===== src/rtl/bit_deser_pkg.sv =====
// Shared types and sizing helpers for the bit deserializer.
// Optional feature macro: BIT_DESER_PARITY_EN (adds a trailing even-parity bit).
package bit_deser_pkg;

  typedef enum logic {OUT_EMPTY, OUT_FULL} out_state_e;

  localparam int DESER_WIDTH_DEFAULT = 8;
  localparam int DESER_WIDTH_MAX     = 32;

  function automatic int frame_len(input int w);
`ifdef BIT_DESER_PARITY_EN
    return w + 1;
`else
    return w;
`endif
  endfunction

  function automatic int cnt_w(input int w);
    return $clog2(frame_len(w) + 1);
  endfunction

endpackage


===== src/rtl/bit_deserializer_if.sv =====
// Word-side valid/ready handshake of the deserializer.
// master: word_out/word_valid out, word_ready in; slave is the consumer.
interface bit_deserializer_if #(
  parameter int WIDTH = 8
);
  logic [WIDTH-1:0] word_out;
  logic             word_valid;
  logic             word_ready;

  modport master (
    output word_out,
    output word_valid,
    input  word_ready
  );

  modport slave (
    input  word_out,
    input  word_valid,
    output word_ready
  );
endinterface


===== src/rtl/bit_deser_shift.sv =====
// Shift register, bit counter, sof realignment and completion pulse.
// Ports: bit stream in; next word, done pulse, bit_cnt (+parity_err) out.
module bit_deser_shift
  import bit_deser_pkg::*;
#(
  parameter int   WIDTH     = DESER_WIDTH_DEFAULT,
  parameter bit   MSB_FIRST = 1'b1,
  localparam int  CW        = cnt_w(WIDTH)
) (
  input  logic             clk,
  input  logic             reset,
  input  logic             bit_in,
  input  logic             bit_valid,
  input  logic             sof,
  output logic [WIDTH-1:0] word_nxt,
  output logic             done,
`ifdef BIT_DESER_PARITY_EN
  output logic             parity_err,
`endif
  output logic [CW-1:0]    cnt
);

  localparam int            FLEN = frame_len(WIDTH);
  localparam logic [CW-1:0] LAST = CW'(FLEN - 1);

  logic [WIDTH-1:0] sr;
  logic [WIDTH-1:0] base;
  logic [CW-1:0]    eff_cnt;
  logic [CW-1:0]    cnt_nxt;
  logic             sof_q;
  logic             last;
  logic             shift_en;
`ifdef BIT_DESER_PARITY_EN
  logic             par_ok;
`endif

  always_comb begin
    sof_q    = sof && bit_valid;
    // sof drops the partial frame: this bit restarts at position 0
    base     = sof_q ? '0 : sr;
    eff_cnt  = sof_q ? '0 : cnt;
    last     = bit_valid && (eff_cnt == LAST);
`ifdef BIT_DESER_PARITY_EN
    // the trailing parity bit is checked, never shifted in
    shift_en = bit_valid && !last;
    par_ok   = ~(^sr ^ bit_in);
    done     = last && par_ok;
`else
    shift_en = bit_valid;
    done     = last;
`endif
    word_nxt = base;
    if (shift_en) begin
      word_nxt = MSB_FIRST ? {base[WIDTH-2:0], bit_in}
                           : {bit_in, base[WIDTH-1:1]};
    end
    cnt_nxt = cnt;
    if (bit_valid) begin
      cnt_nxt = last ? '0 : eff_cnt + CW'(1);
    end
  end

  always_ff @(posedge clk or posedge reset) begin
    if (reset) begin
      sr  <= '0;
      cnt <= '0;
    end else begin
      sr  <= word_nxt;
      cnt <= cnt_nxt;
    end
  end

`ifdef BIT_DESER_PARITY_EN
  always_ff @(posedge clk or posedge reset) begin
    if (reset) parity_err <= 1'b0;
    else       parity_err <= last && !par_ok;
  end
`endif

endmodule


===== src/rtl/bit_deserializer.sv =====
// Serial-to-parallel deserializer with one-entry output holding register.
// Ports: clk/reset, bit_in/bit_valid/sof, out_if (word handshake),
// overflow/ovf_clr, bit_cnt; parity_err when BIT_DESER_PARITY_EN is defined.
module bit_deserializer
  import bit_deser_pkg::*;
#(
  parameter int  WIDTH     = DESER_WIDTH_DEFAULT,
  parameter bit  MSB_FIRST = 1'b1,
  localparam int CW        = cnt_w(WIDTH)
) (
  input  logic                clk,
  input  logic                reset,
  input  logic                bit_in,
  input  logic                bit_valid,
  input  logic                sof,
  bit_deserializer_if.master  out_if,
  output logic                overflow,
  input  logic                ovf_clr,
`ifdef BIT_DESER_PARITY_EN
  output logic                parity_err,
`endif
  output logic [CW-1:0]       bit_cnt
);

  out_state_e       state;
  out_state_e       state_nxt;
  logic [WIDTH-1:0] hold;
  logic [WIDTH-1:0] word_nxt;
  logic             done;
  logic             load;
  logic             drop;

  bit_deser_shift #(
    .WIDTH     (WIDTH),
    .MSB_FIRST (MSB_FIRST)
  ) u_shift (
    .clk        (clk),
    .reset      (reset),
    .bit_in     (bit_in),
    .bit_valid  (bit_valid),
    .sof        (sof),
    .word_nxt   (word_nxt),
    .done       (done),
`ifdef BIT_DESER_PARITY_EN
    .parity_err (parity_err),
`endif
    .cnt        (bit_cnt)
  );

  always_comb begin
    state_nxt = state;
    load      = 1'b0;
    drop      = 1'b0;
    unique case (state)
      OUT_EMPTY: begin
        if (done) begin
          state_nxt = OUT_FULL;
          load      = 1'b1;
        end
      end
      OUT_FULL: begin
        // a word arriving as the old one leaves replaces it, no bubble
        if (done && out_if.word_ready) begin
          load = 1'b1;
        end else if (done) begin
          drop = 1'b1;
        end else if (out_if.word_ready) begin
          state_nxt = OUT_EMPTY;
        end
      end
    endcase
  end

  always_ff @(posedge clk or posedge reset) begin
    if (reset) begin
      state    <= OUT_EMPTY;
      hold     <= '0;
      overflow <= 1'b0;
    end else begin
      state <= state_nxt;
      if (load) hold <= word_nxt;
      // set beats clear on the same edge
      if (drop)         overflow <= 1'b1;
      else if (ovf_clr) overflow <= 1'b0;
    end
  end

  assign out_if.word_out   = hold;
  assign out_if.word_valid = (state == OUT_FULL);

endmodule


===== src/flat_wrapper.sv =====
// flat-port wrapper written by rule: the top's interface ports become plain ports
module bit_deserializer_flat import bit_deser_pkg::*;
#(
  parameter int  WIDTH     = DESER_WIDTH_DEFAULT,
  parameter bit  MSB_FIRST = 1'b1,
  localparam int CW        = cnt_w(WIDTH)
)
  (clk, reset, bit_in, bit_valid, sof, overflow, ovf_clr, bit_cnt, out_if_word_out, out_if_word_valid, out_if_word_ready);
  bit_deserializer_if #(.WIDTH(WIDTH)) out_if_i ();
  input  logic clk;
  input  logic reset;
  input  logic bit_in;
  input  logic bit_valid;
  input  logic sof;
  output logic overflow;
  input  logic ovf_clr;
  output logic [CW-1:0] bit_cnt;
  output wire logic [$bits(out_if_i.word_out)-1:0] out_if_word_out;
  output wire logic [$bits(out_if_i.word_valid)-1:0] out_if_word_valid;
  input wire logic [$bits(out_if_i.word_ready)-1:0] out_if_word_ready;
  assign out_if_word_out = out_if_i.word_out;
  assign out_if_word_valid = out_if_i.word_valid;
  assign out_if_i.word_ready = out_if_word_ready;
  bit_deserializer #(.WIDTH(WIDTH), .MSB_FIRST(MSB_FIRST)) u_core (.clk(clk), .reset(reset), .bit_in(bit_in), .bit_valid(bit_valid), .sof(sof), .out_if(out_if_i), .overflow(overflow), .ovf_clr(ovf_clr), .bit_cnt(bit_cnt));
endmodule

===== config.mk =====
export PLATFORM = sky130hd
export DESIGN_NAME = bit_deserializer_flat
export DESIGN_NICKNAME = d
export VERILOG_FILES = /design/src/rtl/bit_deser_pkg.sv /design/src/rtl/bit_deserializer_if.sv /design/src/rtl/bit_deser_shift.sv /design/src/rtl/bit_deserializer.sv /design/src/flat_wrapper.sv
export SDC_FILE = /design/constraint.sdc
export NUM_CORES = 1
export LEC_CHECK = 0
export ABC_AREA = 0
export BUFFER_PORTS_ARGS = -buffer_cell sky130_fd_sc_hd__buf_2
export CORE_AREA = 2 2 49 63
export DETAILED_ROUTE_END_ITERATION = 10
export DIE_AREA = 0 0 51 65
export GPL_TIMING_DRIVEN = 0
export PLACE_DENSITY = 0.65
export REMOVE_ABC_BUFFERS = 1
export SYNTH_ARGS = -nofsm -noshare
export SYNTH_HDL_FRONTEND = slang
export SYNTH_SLANG_ARGS = --single-unit

===== constraint.sdc =====
create_clock -name clk -period 2.33 [get_ports clk]
set_clock_uncertainty 0.05 [all_clocks]
set_input_delay 0.1165 -clock clk [delete_from_list [all_inputs] [get_ports clk]]
set_output_delay 0.1165 -clock clk [all_outputs]
set_load 0.02 [all_outputs]

==> results of run 1 <==
registers in the layout, summed over array words and instances (netlist names):
name	cells
u_core.out_if.word_out	8
u_core.out_if.word_valid	1
u_core.overflow	1
u_core.u_shift.cnt	4
u_core.u_shift.sr	8
worst max path at each step:
stage / to / cells after the start / from
after floorplan: u_core.out_if.word_out[0] / 5 / u_core.u_shift.cnt[0]
after global placement: u_core.out_if.word_out[6] / 5 / u_core.u_shift.cnt[0]
after global routing: u_core.out_if.word_out[3] / 5 / u_core.u_shift.cnt[0]
after CTS: u_core.out_if.word_out[6] / 5 / u_core.u_shift.cnt[0]
final: u_core.out_if.word_out[6] / 5 / u_core.u_shift.cnt[0]
after detailed placement: u_core.out_if.word_out[6] / 5 / u_core.u_shift.cnt[0]
power by group:
group          total, mW  internal, mW  switching (mW)
registers          0.442         0.416          0.0265
logic              0.148        0.0616          0.0863
clock network      0.205        0.0952           0.110
cell type report:
class / count / area, sq um / share of cell area
Multi-Input combinational cell: 43 / 342 / 0.307
Timing Repair Buffer: 22 / 120 / 0.108
Tap cell: 36 / 45.0 / 0.0405
Clock buffer: 4 / 36.3 / 0.0326
Inverter: 5 / 18.8 / 0.0169
Sequential cell: 22 / 551 / 0.495
critical path: cells and delay by family (launching register included):
kind            cells  cell delay, ps
mux                 1             330
fa+ha+maj           1             210
flops               1             410
simple gates        2             370
compound gates      1             260
cell families after synthesis:
family / Yosys count / share of synthesized area
and+or+nand+nor: 17 / 0.112
buffers and inverters: 7 / 0.0299
AOI/OAI and AO/OA: 16 / 0.137
DFF: 22 / 0.599
muxes: 9 / 0.109
adders and majority gates: 1 / 0.0136
timing repair:
item	in CTS	in global routing
endpoints found under the hold margin	23	0
gates resized for setup	0	0
setup endpoints to repair	0	0
hold buffers	2	0
setup buffers	0	0
layer usage:
layer,vias up,GRT usage,wire length [microns]
li1,305,-,-
met3,2,0.0138,49
met1,318,0.144,752
met4,0,0.0709,27
met5,-,0,0
met2,15,0.179,768
synth_stat cells:
cell type / count
o22ai_1: 1
o21ai_0: 2
a22oi_1: 1
inv_1: 4
nor2_1: 2
mux2_2: 8
a31o_2: 1
dfrtp_1: 22
nand4_4: 1
inv_2: 1
clkbuf_1: 1
o2bb2ai_1: 5
a22o_1: 4
a21boi_0: 2
mux2i_1: 1
buf_2: 1
nand2_1: 6
nand2b_1: 2
and3_1: 2
and2_4: 1
nand3_1: 1
nor2b_1: 2
ha_1: 1
metrics by stage:
step / hold slack, ps / utilization
floorplan: 55.7 / -
finish: 10.5 / 0.400
detailed placement: 258 / 0.380
CTS: 5.12 / 0.400
global route: 8.18 / 0.400
global placement: 255 / 0.380
==> impl_table.tex, run 1 <==
\begin{tabular}{lr}
\hline
Metric & Value \\
\hline
\multicolumn{2}{l}{\textbf{Floorplanning}} \\
\quad Overall die area & 3320 sq um \\
\quad Vertical die dimension & 65 microns \\
\quad Floorplan core area & 2780 sq um \\
\quad Horiz. Die Dim & 51 microns \\
\quad Initial core utilization & 0.331 \\
\quad Number of core rows & 22 \\
\quad Total I/O pin count & 21 \\
\multicolumn{2}{l}{\textbf{Synthesis}} \\
\quad Post-synth top area share & 0.599 \\
\quad Library cells used by synthesis & 23 \\
\quad Sequential share of the synthesized area & 0.599 \\
\quad Leading area contributor after synthesis & dfrtp\_1 \\
\quad Cell types occupying the most area after synthesis & dfrtp\_1 (60\%), mux2\_2 (9.8\%), o2bb2ai\_1 (4.8\%), a22o\_1 (3.8\%), nand2\_1 (2.4\%) \\
\quad Post-Syn Area per Cell & 12.8 sq um \\
\quad Yosys reg bits & 22 \\
\quad Synth Warn \# & 0 \\
\quad Post-synth design cell area & 920 sq um \\
\quad Cell count after synthesis & 72 \\
\multicolumn{2}{l}{\textbf{CTS}} \\
\quad Clock latency on the worst-skew pair & 300 ps \\
\quad Number of buffers added by the clock tree synthesis step & 3 \\
\quad H-tree lvl count & 1 \\
\quad TritonCTS clock tree & done \\
\quad Clk slew on worst S/H paths & 120 ps \\
\quad Bufs on Longest Clock Path & 2 \\
\quad Number of clock sinks seen by CTS & 22 \\
\quad Root Driver & clkbuf\_4 \\
\multicolumn{2}{l}{\textbf{Critical path}} \\
\quad R2R Path Start & u\_core.u\_shift.cnt[0] \\
\quad Reg-to-reg setup timing slack & 600 ps \\
\quad Slowest-stage cell, CP & dfrtp\_1 \\
\quad Critical Path End Type & flop \\
\quad R2R cell count & 5 \\
\quad Capture instance of the worst register-to-register path & u\_core.out\_if.word\_out[6] \\
\quad Crit-path cells & a21boi\_0 -> ha\_1 -> and2\_4 -> nand4\_4 -> mux2\_2 \\
\quad Worst endpoint required time & 2480 ps \\
\quad Startpoint types & flop \\
\quad Slowest Stage Delay on Critical Path & 410 ps \\
\quad Data arrival time at the worst-slack endpoint & 1870 ps \\
\quad CP Class & reg -> reg \\
\quad Crit-path max FO & 8 \\
\multicolumn{2}{l}{\textbf{STA}} \\
\quad Slack of the critical path & 604 ps \\
\quad Crit share post-route & 0.741 \\
\quad Maximum achievable frequency & 0.579 GHz \\
\quad Number of hold violations in the final report & 0 \\
\quad Final total negative setup slack & 0 ps \\
\quad Headroom to the max-slew limit & 0.460 \\
\quad Unrepaired setup endpoints after global routing & false \\
\quad Post-route minimum period & 1730 ps \\
\quad Count of final setup violators & 0 \\
\quad Max Slew Vio Count & 0 \\
\quad Transition time at the pin with the least slew margin & 809 ps \\
\multicolumn{2}{l}{\textbf{Route}} \\
\quad Residual DRC count & 0 \\
\quad Routed wirelength normalized by instance count & 12.1 microns \\
\quad Detail-routed via count per cell & 4.85 \\
\quad Detailed-routing iteration count for the pre-antenna-repair pass & 4 \\
\quad Overall via count from detail\_route & 640 \\
\quad Number of routed nets with antenna violations & 0 \\
\quad DRT iter0 DRCs & 7 \\
\quad Drt total wl & 1.60 mm \\
\multicolumn{2}{l}{\textbf{Layout}} \\
\quad Most frequent cells in the layout & dfrtp\_1 (22), buf\_2 (20), mux2\_2 (8) \\
\quad Synth-to-layout area growth & 21.0\% \\
\quad Final standard cell count with taps included and fillers excluded & 132 \\
\quad Nets & 105 \\
\quad Antenna diode count & 0 \\
\quad Layout fillers & 284 \\
\quad Most common cell after layout, fill and taps aside & dfrtp\_1 \\
\quad Post-route cell area & 1110 sq um \\
\quad Share of post-route cells with drive strength above 1 & 0.375 \\
\multicolumn{2}{l}{\textbf{GRT}} \\
\quad Wire length of the first global-routing pass & 2.79 mm \\
\quad Number of antenna violations at the first check in global routing & 0 \\
\quad Largest net degree at the start of global routing & 23 \\
\quad Overall global routing resource usage & 0.113 \\
\quad Via count of the first global-routing pass & 613 \\
\quad Residual overflow from global routing & 0 \\
\multicolumn{2}{l}{\textbf{Status}} \\
\quad Status & finished clean \\
\multicolumn{2}{l}{\textbf{Place}} \\
\quad Cell Area, Placed & 1060 sq um \\
\quad Final weighted congestion of routability-driven global placement & 0.671 \\
\quad Placed Instances & 126 \\
\quad Pre-CTS setup slack & 611 ps \\
\quad Count of buffers from port buffering & 20 \\
\multicolumn{2}{l}{\textbf{Pwr}} \\
\quad IR drop worst, VDD & 0.259 mV \\
\quad PwrDens & 715 nW/um\^{}2 \\
\quad Total power & 0.795 mW \\
\quad Leakage power & 0.591 nW \\
\multicolumn{2}{l}{\textbf{Worst hold path}} \\
\quad Hold Path Depth & 2 \\
\quad Path class of the lowest-slack min-delay path & in -> reg \\
\quad Worst Hold Path EP & u\_core.u\_shift.sr[0] \\
\quad Startpoint of the tightest hold check path & bit\_in \\
\multicolumn{2}{l}{\textbf{Flow run}} \\
\quad Maximum capacitance violations & 0 \\
\hline
\end{tabular}
(Power assumes the default switching activity.)
==> inputs of run 2 (changes only) <==
--- a/config.mk
+++ b/config.mk
@@ -11,7 +11,7 @@
 export DETAILED_ROUTE_END_ITERATION = 10
 export DIE_AREA = 0 0 51 65
 export GPL_TIMING_DRIVEN = 0
-export PLACE_DENSITY = 0.65
+export PLACE_DENSITY = 0.67
 export REMOVE_ABC_BUFFERS = 1
 export SYNTH_ARGS = -nofsm -noshare
 export SYNTH_HDL_FRONTEND = slang
==> constraint.sdc (replaced) <==
create_clock -name clk -period 1.5 [get_ports clk]
set_clock_uncertainty 0.05 [all_clocks]
set_input_delay 0.075 -clock clk [delete_from_list [all_inputs] [get_ports clk]]
set_output_delay 0.075 -clock clk [all_outputs]
set_load 0.02 [all_outputs]
==> run 2 against run 1 <==
Final cell count grew 3.8%. Global-route usage grew 0.45 points. The flow now finishes with violations (negative setup slack). Utilization grew 2.2 points. Count of clock-buffer cells in the layout is the same. Sequential share of layout area shrank 2.6 points. Combinational power grew 87%. Wire length grew 5.3%. Via count grew 3.0%. Power grew 61%. Register-to-register slack lost 690 ps.
==> impl_table.tex, run 2 (synthesis gave the netlist of run 1 again) <==
\begin{tabular}{lr}
\hline
Metric & Value \\
\hline
\multicolumn{2}{l}{\textbf{Status}} \\
\quad Status & finished, violations left (was finished clean) \\
\quad Violations in the final reports & negative setup slack \\
\multicolumn{2}{l}{\textbf{Route}} \\
\quad DRT iter0 DRCs & 17 (was 7) \\
\quad Detail-routed via count per cell & 4.81 (was 4.85) \\
\quad Number of routed nets with antenna violations & 0 (unchanged) \\
\quad Top routing layer in use & met4 (unchanged) \\
\quad Routed length on met3 & 96 microns (was 49 microns) \\
\quad Overall via count from detail\_route & 659 (was 640) \\
\quad Residual DRC count & 0 (unchanged) \\
\quad Detailed-routing iteration count for the pre-antenna-repair pass & 3 (was 4) \\
\quad Routed wirelength normalized by instance count & 12.3 microns (was 12.1 microns) \\
\quad Met2 routed WL & 747 microns (was 768 microns) \\
\quad Drt total wl & 1.68 mm (was 1.60 mm) \\
\quad Met1 Wirelength & 810 microns (was 752 microns) \\
\multicolumn{2}{l}{\textbf{CTS}} \\
\quad H-tree lvl count & 1 (unchanged) \\
\quad TritonCTS clock tree & done (unchanged) \\
\quad Number of buffers added by the clock tree synthesis step & 3 (unchanged) \\
\quad Root Driver & clkbuf\_4 (unchanged) \\
\quad Bufs on Longest Clock Path & 2 (unchanged) \\
\quad Clock latency on the worst-skew pair & 310 ps (was 300 ps) \\
\quad Number of clock sinks seen by CTS & 22 (unchanged) \\
\quad Clk slew on worst S/H paths & 120 ps (about the same) \\
\multicolumn{2}{l}{\textbf{Layout}} \\
\quad Final Util & 0.422 (was 0.400) \\
\quad Sequential cell area & 551 sq um (unchanged) \\
\quad Synth-to-layout area growth & 27.6\% (was 21.0\%) \\
\quad Layout fillers & 266 (was 284) \\
\quad Most frequent cells in the layout & dfrtp\_1 (22), buf\_2 (20), mux2\_2 (7) (was dfrtp\_1 (22), buf\_2 (20), mux2\_2 (8)) \\
\quad Area occupied by multi-input gates & 363 sq um (was 342 sq um) \\
\quad Antenna diode count & 0 (unchanged) \\
\quad Nets & 110 (was 105) \\
\quad Final standard cell count with taps included and fillers excluded & 137 (was 132) \\
\quad Share of post-route cells with drive strength above 1 & 0.426 (was 0.375) \\
\quad Most common cell after layout, fill and taps aside & dfrtp\_1 (unchanged) \\
\multicolumn{2}{l}{\textbf{Critical path}} \\
\quad R2R Path Start & u\_core.u\_shift.cnt[0] (unchanged) \\
\quad Data arrival time at the worst-slack endpoint & 1750 ps (was 1870 ps) \\
\quad Capture instance of the worst register-to-register path & u\_core.out\_if.word\_out[0] (was u\_core.out\_if.word\_out[6]) \\
\quad R2R cell count & 5 (unchanged) \\
\quad Startpoint types & flop (unchanged) \\
\quad Worst endpoint required time & 1660 ps (was 2480 ps) \\
\quad Reg-to-reg setup timing slack & -90 ps (was 600 ps) \\
\quad Critical Path End Type & flop (unchanged) \\
\quad CP Class & reg -> reg (unchanged) \\
\quad Crit-path max FO & 8 (unchanged) \\
\multicolumn{2}{l}{\textbf{Floorplanning}} \\
\quad Initial core utilization & 0.331 (unchanged) \\
\quad Floorplan core area & 2780 sq um (unchanged) \\
\quad Total I/O pin count & 21 (unchanged) \\
\quad Horiz. Die Dim & 51 microns (unchanged) \\
\quad Overall die area & 3320 sq um (unchanged) \\
\quad Number of core rows & 22 (unchanged) \\
\quad Vertical die dimension & 65 microns (unchanged) \\
\multicolumn{2}{l}{\textbf{STA}} \\
\quad Number of hold violations in the final report & 0 (unchanged) \\
\quad Crit share post-route & 1.06 (was 0.741) \\
\quad Count of final setup violators & 10 (was 0) \\
\quad Max Slew Vio Count & 0 (unchanged) \\
\quad Post-route minimum period & 1590 ps (was 1730 ps) \\
\quad Unrepaired setup endpoints after global routing & true (was false) \\
\quad Transition time at the pin with the least slew margin & 804 ps (was 809 ps) \\
\quad Slack of the critical path & -89.9 ps (was 604 ps) \\
\quad Maximum achievable frequency & 0.629 GHz (was 0.579 GHz) \\
\quad Headroom to the max-slew limit & 0.464 (was 0.460) \\
\multicolumn{2}{l}{\textbf{Place}} \\
\quad Placed Instances & 126 (unchanged) \\
\quad Detailed placer's ending HPWL & 1.15 mm \\
\quad Final weighted congestion of routability-driven global placement & 0.647 (was 0.671) \\
\quad Count of buffers from port buffering & 20 (unchanged) \\
\multicolumn{2}{l}{\textbf{Worst hold path}} \\
\quad Worst Hold Path EP & u\_core.out\_if.word\_valid (was u\_core.u\_shift.sr[0]) \\
\quad Startpoint of the tightest hold check path & out\_if\_word\_ready (was bit\_in) \\
\quad Path class of the lowest-slack min-delay path & in -> reg (unchanged) \\
\quad Hold Path Depth & 3 (was 2) \\
\multicolumn{2}{l}{\textbf{Pwr}} \\
\quad Total power & 1.28 mW (was 0.795 mW) \\
\quad IR drop worst, VDD & 0.616 mV (was 0.259 mV) \\
\quad Cell-internal power & 0.922 mW (was 0.572 mW) \\
\quad Relative contribution of sequential cells to total power & 0.531 (was 0.556) \\
\quad Share of total power in combinational logic & 0.216 (was 0.186) \\
\quad Net switching power of the design & 0.358 mW (was 0.223 mW) \\
\quad Part of the power in the clock network & 0.253 (was 0.258) \\
\quad PwrDens & 1090 nW/um\^{}2 (was 715 nW/um\^{}2) \\
\quad Leakage power & 0.623 nW (was 0.591 nW) \\
\quad Proportion of total power due to net switching & 0.279 (was 0.280) \\
\multicolumn{2}{l}{\textbf{GRT}} \\
\quad Overall global routing resource usage & 0.117 (was 0.113) \\
\quad Residual overflow from global routing & 0 (unchanged) \\
\quad Wire length of the first global-routing pass & 2.90 mm (was 2.79 mm) \\
\quad Largest net degree at the start of global routing & 23 (unchanged) \\
\quad Via count of the first global-routing pass & 651 (was 613) \\
\quad Number of antenna violations at the first check in global routing & 0 (unchanged) \\
\multicolumn{2}{l}{\textbf{Flow run}} \\
\quad Maximum capacitance violations & 0 (unchanged) \\
\hline
\end{tabular}
[run 2: cell count changes in the layout (fill, tap and decap cells not counted)]
cell / delta
buf_4: +4
a21boi_0: -2
a21boi_2: +1
a21boi_4: +1
dlygate4sd3_1: +1
ha_1: -1
ha_2: +1
mux2_2: -1
mux2_4: +1
[run 2: critical path, stage by stage, from the launching register on]
cell and delay [ps]:
dfrtp_1 370, a21boi_4 180, ha_2 190, and2_4 160, nand4_4 190, mux2_4 350
[run 2: how the worst max path moves through the flow]
| stage | from | end | slack (ps) | depth (start not counted) |
|---|---|---|---|---|
| after global placement | u_core.u_shift.cnt[0] | u_core.out_if.word_out[6] | -160 | 5 |
| after CTS | u_core.u_shift.cnt[0] | u_core.out_if.word_out[3] | -110 | 5 |
| after floorplan | u_core.u_shift.cnt[0] | u_core.out_if.word_out[0] | -190 | 5 |
| final | u_core.u_shift.cnt[0] | u_core.out_if.word_out[0] | -90 | 5 |
| after global routing | u_core.u_shift.cnt[0] | u_core.out_if.word_out[0] | -170 | 5 |
| after detailed placement | u_core.u_shift.cnt[0] | u_core.out_if.word_out[3] | -250 | 5 |
[run 2: cell type report]
cell class | instances | share of cell area
timing repair buffer | 27 | 0.136
tap | 36 | 0.0384
multi-input combinational | 43 | 0.309
sequential | 22 | 0.469
inverter | 5 | 0.0160
clock buffer | 4 | 0.0309
[run 2: power by group through the flow]
stage / clock network (mW) / registers (mW) / logic (mW)
detailed placement: 0 / 0.697 / 0.231
global placement: 0 / 0.694 / 0.223
floorplan: 0 / 0.746 / 0.0973
global route: 0.359 / 0.687 / 0.303
finish: 0.323 / 0.680 / 0.277
CTS: 0.336 / 0.681 / 0.270
[run 2: timing repair]
item	CTS	global route
setup endpoints to repair	12	11
endpoints found under the hold margin	24	0
pin swaps	0	1
setup buffers	3	1
hold buffers	3	0
gates resized for setup	5	2
[run 2: per-stage QoR]
stage               TNS (ps)  area (sq um)  hold WS, ps  setup slack (ps)
finish                  -671          1170         67.6             -89.9
global route           -1510          1170         96.5              -169
CTS                     -838          1150         54.6              -106
detailed placement     -2270          1060          216              -246
global placement       -1370          1060          213              -164
floorplan              -1670           911         14.2              -189
[run 2: metal layers]
layer  up-vias  track usage
li1        314            -
met1       320        0.157
met2        21        0.175
met3         4       0.0207
met4         0       0.0709
met5         -            0
